$ cat src/rtl/hilo_writeback.sv
// Writeback stage for the divider's {remainder, quotient} result: a two-entry FIFO
// feeds a granted two-beat bus transfer (quotient -> LO, remainder -> HI).
module hilo_writeback #(
    parameter int BITS = 32
) (
    input  logic              clk,
    input  logic              clr,
    input  logic              in_valid,
    output logic              in_ready,
    input  logic [2*BITS-1:0] in_result,
    input  logic              in_div0,
    output logic              bus_req,
    input  logic              bus_gnt,
    output logic [BITS-1:0]   bus_out,
    output logic              lo_en,
    output logic              hi_en,
    output logic              busy,
    output logic              div0_flag,
    input  logic              div0_clr
);

    localparam int ENTRY_W = 2*BITS + 1;

    typedef enum logic [1:0] {
        IDLE = 2'd0,
        LO   = 2'd1,
        HI   = 2'd2
    } state_t;

    state_t state, state_next;

    logic [ENTRY_W-1:0] mem [2];
    logic               wr_ptr;
    logic               rd_ptr;
    logic [1:0]         count;

    logic               push;
    logic               pop;
    logic               set_div0;
    logic [ENTRY_W-1:0] head;
    logic               head_div0;
    logic               other_div0;
    logic               next_is_data;

    // Ready is decoded from the registered count only, so a pop cannot open a slot
    // for a push in the same cycle.
    assign in_ready   = (count != 2'd2);
    assign push       = in_valid && in_ready;
    assign head       = mem[rd_ptr];
    assign head_div0  = head[ENTRY_W-1];
    assign other_div0 = mem[~rd_ptr][ENTRY_W-1];

    // Entry that becomes the head once the current one retires: the second stored
    // entry if the FIFO is full, otherwise whatever is being pushed this cycle.
    assign next_is_data = (count == 2'd2) ? !other_div0 : (push && !in_div0);

    assign busy = (count != 2'd0) || (state != IDLE);

    always_ff @(posedge clk) begin
        if (push) begin
            mem[wr_ptr] <= {in_div0, in_result};
        end
    end

    always_ff @(posedge clk or posedge clr) begin
        if (clr) begin
            wr_ptr <= 1'b0;
            rd_ptr <= 1'b0;
            count  <= 2'd0;
        end else begin
            if (push) begin
                wr_ptr <= ~wr_ptr;
            end
            if (pop) begin
                rd_ptr <= ~rd_ptr;
            end
            case ({push, pop})
                2'b10:   count <= count + 2'd1;
                2'b01:   count <= count - 2'd1;
                default: count <= count;
            endcase
        end
    end

    always_ff @(posedge clk or posedge clr) begin
        if (clr) begin
            state <= IDLE;
        end else begin
            state <= state_next;
        end
    end

    always_comb begin
        state_next = state;
        pop        = 1'b0;
        set_div0   = 1'b0;
        bus_req    = 1'b0;
        bus_out    = '0;
        lo_en      = 1'b0;
        hi_en      = 1'b0;
        case (state)
            IDLE: begin
                // Divide-by-zero results never reach the bus; they only raise the flag.
                if (count != 2'd0) begin
                    if (head_div0) begin
                        pop      = 1'b1;
                        set_div0 = 1'b1;
                    end else begin
                        state_next = LO;
                    end
                end
            end
            LO: begin
                bus_req = 1'b1;
                bus_out = head[BITS-1:0];
                lo_en   = bus_gnt;
                if (bus_gnt) begin
                    state_next = HI;
                end
            end
            HI: begin
                bus_req = 1'b1;
                bus_out = head[2*BITS-1:BITS];
                hi_en   = bus_gnt;
                if (bus_gnt) begin
                    pop        = 1'b1;
                    state_next = next_is_data ? LO : IDLE;
                end
            end
            default: begin
                state_next = IDLE;
            end
        endcase
    end

    // Set has priority over the synchronous clear.
    always_ff @(posedge clk or posedge clr) begin
        if (clr) begin
            div0_flag <= 1'b0;
        end else if (set_div0) begin
            div0_flag <= 1'b1;
        end else if (div0_clr) begin
            div0_flag <= 1'b0;
        end
    end

endmodule

$ cat config.mk
export PLATFORM = sky130hd
export DESIGN_NAME = hilo_writeback
export DESIGN_NICKNAME = d
export VERILOG_FILES = /design/src/rtl/hilo_writeback.sv
export SDC_FILE = /design/constraint.sdc
export NUM_CORES = 1
export LEC_CHECK = 0
export ABC_AREA = 0
export BUFFER_PORTS_ARGS = -buffer_cell sky130_fd_sc_hd__buf_2
export CORE_UTILIZATION = 55
export CTS_CLUSTER_DIAMETER = 60
export DETAILED_ROUTE_END_ITERATION = 6
export PLACE_DENSITY = 0.87
export SETUP_SLACK_MARGIN = 0.3
export SYNTH_ARGS = -nofsm -noshare
export SYNTH_HDL_FRONTEND = slang
export SYNTH_SLANG_ARGS = --single-unit
$ cat constraint.sdc
create_clock -name clk -period 4.3 [get_ports clk]
set_input_delay 1.075 -clock clk [delete_from_list [all_inputs] [get_ports clk]]
set_output_delay 1.075 -clock clk [all_outputs]
set_load 0.05 [all_outputs]
==> qor.yml <==
num_antenna_cells: 0
p_leak_nw: 2.65
core_region_area_um2: 10300
finalHoldViolCount: 0
fin_nets: 513
slew_viol_final: 0
vias_per_cell: 5.40
synthesis.nets: 403
drc: 0
antenna_found_initial: 0
clockBufferDepth: 2
clk_pin_slew_ps: 60
min-delay-path-class: "in2async"
io_pins: 108
multi_input_area_um2: 1630
h-tree-depth: 4
slowest_delay_ps: 960
hpwl_um: 6400
powerDensity_nw_per_um2: 768
drtIter0Drc: 140
num_rows: 37
critical-path-top-delay-family: "adder cells"
synthDistinctLibCells: 35
dr.pass1.iters: 4
routed_wl_um: 10500
drive_above_1_share_pct: 50.9
num_vias: 3165
final_util_pct: 69.1
cpMaxStageDelayCell: "ha_1"
die_w_um: 105
whs_ps: 486
required_ps: 3220
syn_inst: 327
cts_root_buf: "clkbuf_8"
numCtsBuffers: 17
routabilityCongestion: 0.720
cts_tree: "yes"
die_h_um: 105
max_freq_mhz: 273
path_cells: "inv_1, ha_1, nor2b_1, buf_2"
cp-startpoint: "state[0]"
post_drt_wl_per_cell_um: 18.0
slew_headroom_pct: 33.0
ir_drop_uv: 482
syn-cell-area_um2: 5830
ys_seq_area_share_pct: 70.0
grt_max_degree: 66
yosys_warnings: 0
clk_latency_ps: 520
ff2ff_path_depth: 7
ant_nets: 0
track_usage_pct: 20.5
period_minus_slack_ps: 3670
grt_overflow_total: 0
syn_avg_cell_area_um2: 17.8
period_share_pct: 85.2
clock-sinks: 137
crit_buf_inv: 2
initial_core_util_pct: 56.7
fill_cells: 666
crit_arrival_ps: 2590
cts_resized: 0
finClkSkew_ps: 5.63
fin_tns_setup_ps: 0
finalSetupViolations: 0
grt_pass1_vias: 3381
grt_pass1_wl_um: 16500
power_w: 0.00546
start_kind: "flop"
worst-path-max-fanout: 33
regArea_um2: 4080
max_slew.worst_pin.slew_ps: 1000
status: "finished, final reports clean"
holdBufCountCts: 0
post_cts_buffers: 0
syn_to_final_growth_pct: 21.9
dieArea_um2: 11000
ys_ff_latch: 137
grt_setup_unrepaired: "false"
drv_cap: 0
cp.depth: 4
worstSetupPathType: "reg2out"
io_buffers: 107
end_kind: "output pin"
r2r_start: "state[0]"
## per-layer routing
layer	share of wire [%]	wire, µm	GRT usage [%]	vias to the layer above
met5	0	0	0	-
met2	52	5500	35.1	96
met3	5.0	528	6.99	11
li1	-	-	-	1479
met1	41	4360	23.3	1579
met4	1.2	130	9.05	0
## state kept, by name, indices dropped and copies added (netlist names)
signal,flops
count,2
rd_ptr,1
wr_ptr,1
div0_flag,1
mem,130
state,2
## cell families after synthesis
group | count (synthesis) | share of synthesized area, %
DFF | 137 | 70.0
muxes | 65 | 13.7
and+or+nand+nor | 50 | 5.52
AOI/OAI and AO/OA | 40 | 6.46
buffers and inverters | 24 | 2.32
adders and majority gates | 6 | 1.29
xor gates and xnor gates | 5 | 0.751
## placed cells by master, fill, tap and decap left out, types with 2 or more instances in the layout
master      netlist  routed
and2_1            2       2
clkinv_2          0       3
nand2_1           2       2
buf_2             6     107
nor2_1            5       4
mux2_2           47      47
o21ai_0           2       2
dfrtp_1           7       6
bufinv_16         0       5
xnor2_1           3       3
buf_12            0       2
mux2_4           17      17
a22oi_2          17      17
clkinv_1          0       3
a22oi_1          15      15
inv_1             5       5
clkbuf_16         0      16
xor2_1            2       2
clkinvlp_4        0       4
ha_2              0       2
edfxtp_1        130     130
o21ai_1           2       2
ha_1              6       4
nor2b_1          33      33
## power breakdown
group | internal [W] | total [W] | leakage, nW | switching, W
Clock | 0.000989 | 0.00151 | 0.292 | 0.000524
Combinational | 0.000766 | 0.00195 | 1.07 | 0.00119
Sequential | 0.00183 | 0.00199 | 1.29 | 0.000154
## Yosys cell counts (all sizes together)
library cell,n,share of area [%]
edfxtp,130,67
buf,12,1.5
nor2b,33,3.5
a21boi,1,0.13
nand2b,2,0.34
o31ai,1,0.13
o21ai,4,0.34
or2,1,0.11
dfrtp,7,3.0
mux2,64,13
mux2i,1,0.24
and3b,1,0.15
xor2,2,0.30
and3,1,0.11
a22oi,32,5.6
nand3b,1,0.34
and2,2,0.21
o311ai,1,0.15
xnor2,3,0.45
ha,6,1.3
nand2,2,0.13
inv,5,0.32
nor2,5,0.32
a211oi,1,0.13
clkbuf,7,0.45
nand3,1,0.086
nor4bb,1,0.17
## worst paths after layout
path | end | slack (ps)
worst max-delay path | bus_out[21] | 630
max in group asynchronous | rd_ptr | 3560
worst min register to register | count[1] | 520
min in group clk | count[1] | 520
worst min-delay path | div0_flag | 490
worst max register to register | count[1] | 1890
## area by class of cell
type | count | area share, %
clock buffers | 17 | 5.83
multi-input cells | 166 | 22.9
well taps | 136 | 2.40
clock inverters | 15 | 2.91
flip-flops and latches | 137 | 57.5
inverters | 5 | 0.264
repair buffers | 110 | 8.21
## stage by stage
stage / cell area (µm²) / std cells / setup slack, ps
2_1_floorplan: 5830 / 327 / 987
3_3_place_gp: 6480 / 554 / 1220
3_5_place_dp: 6480 / 554 / 1170
4_1_cts: 7100 / 586 / 572
5_1_grt: 7100 / 586 / 442
6_report: 7100 / 586 / 634
Power figures use the tool's default switching activity.
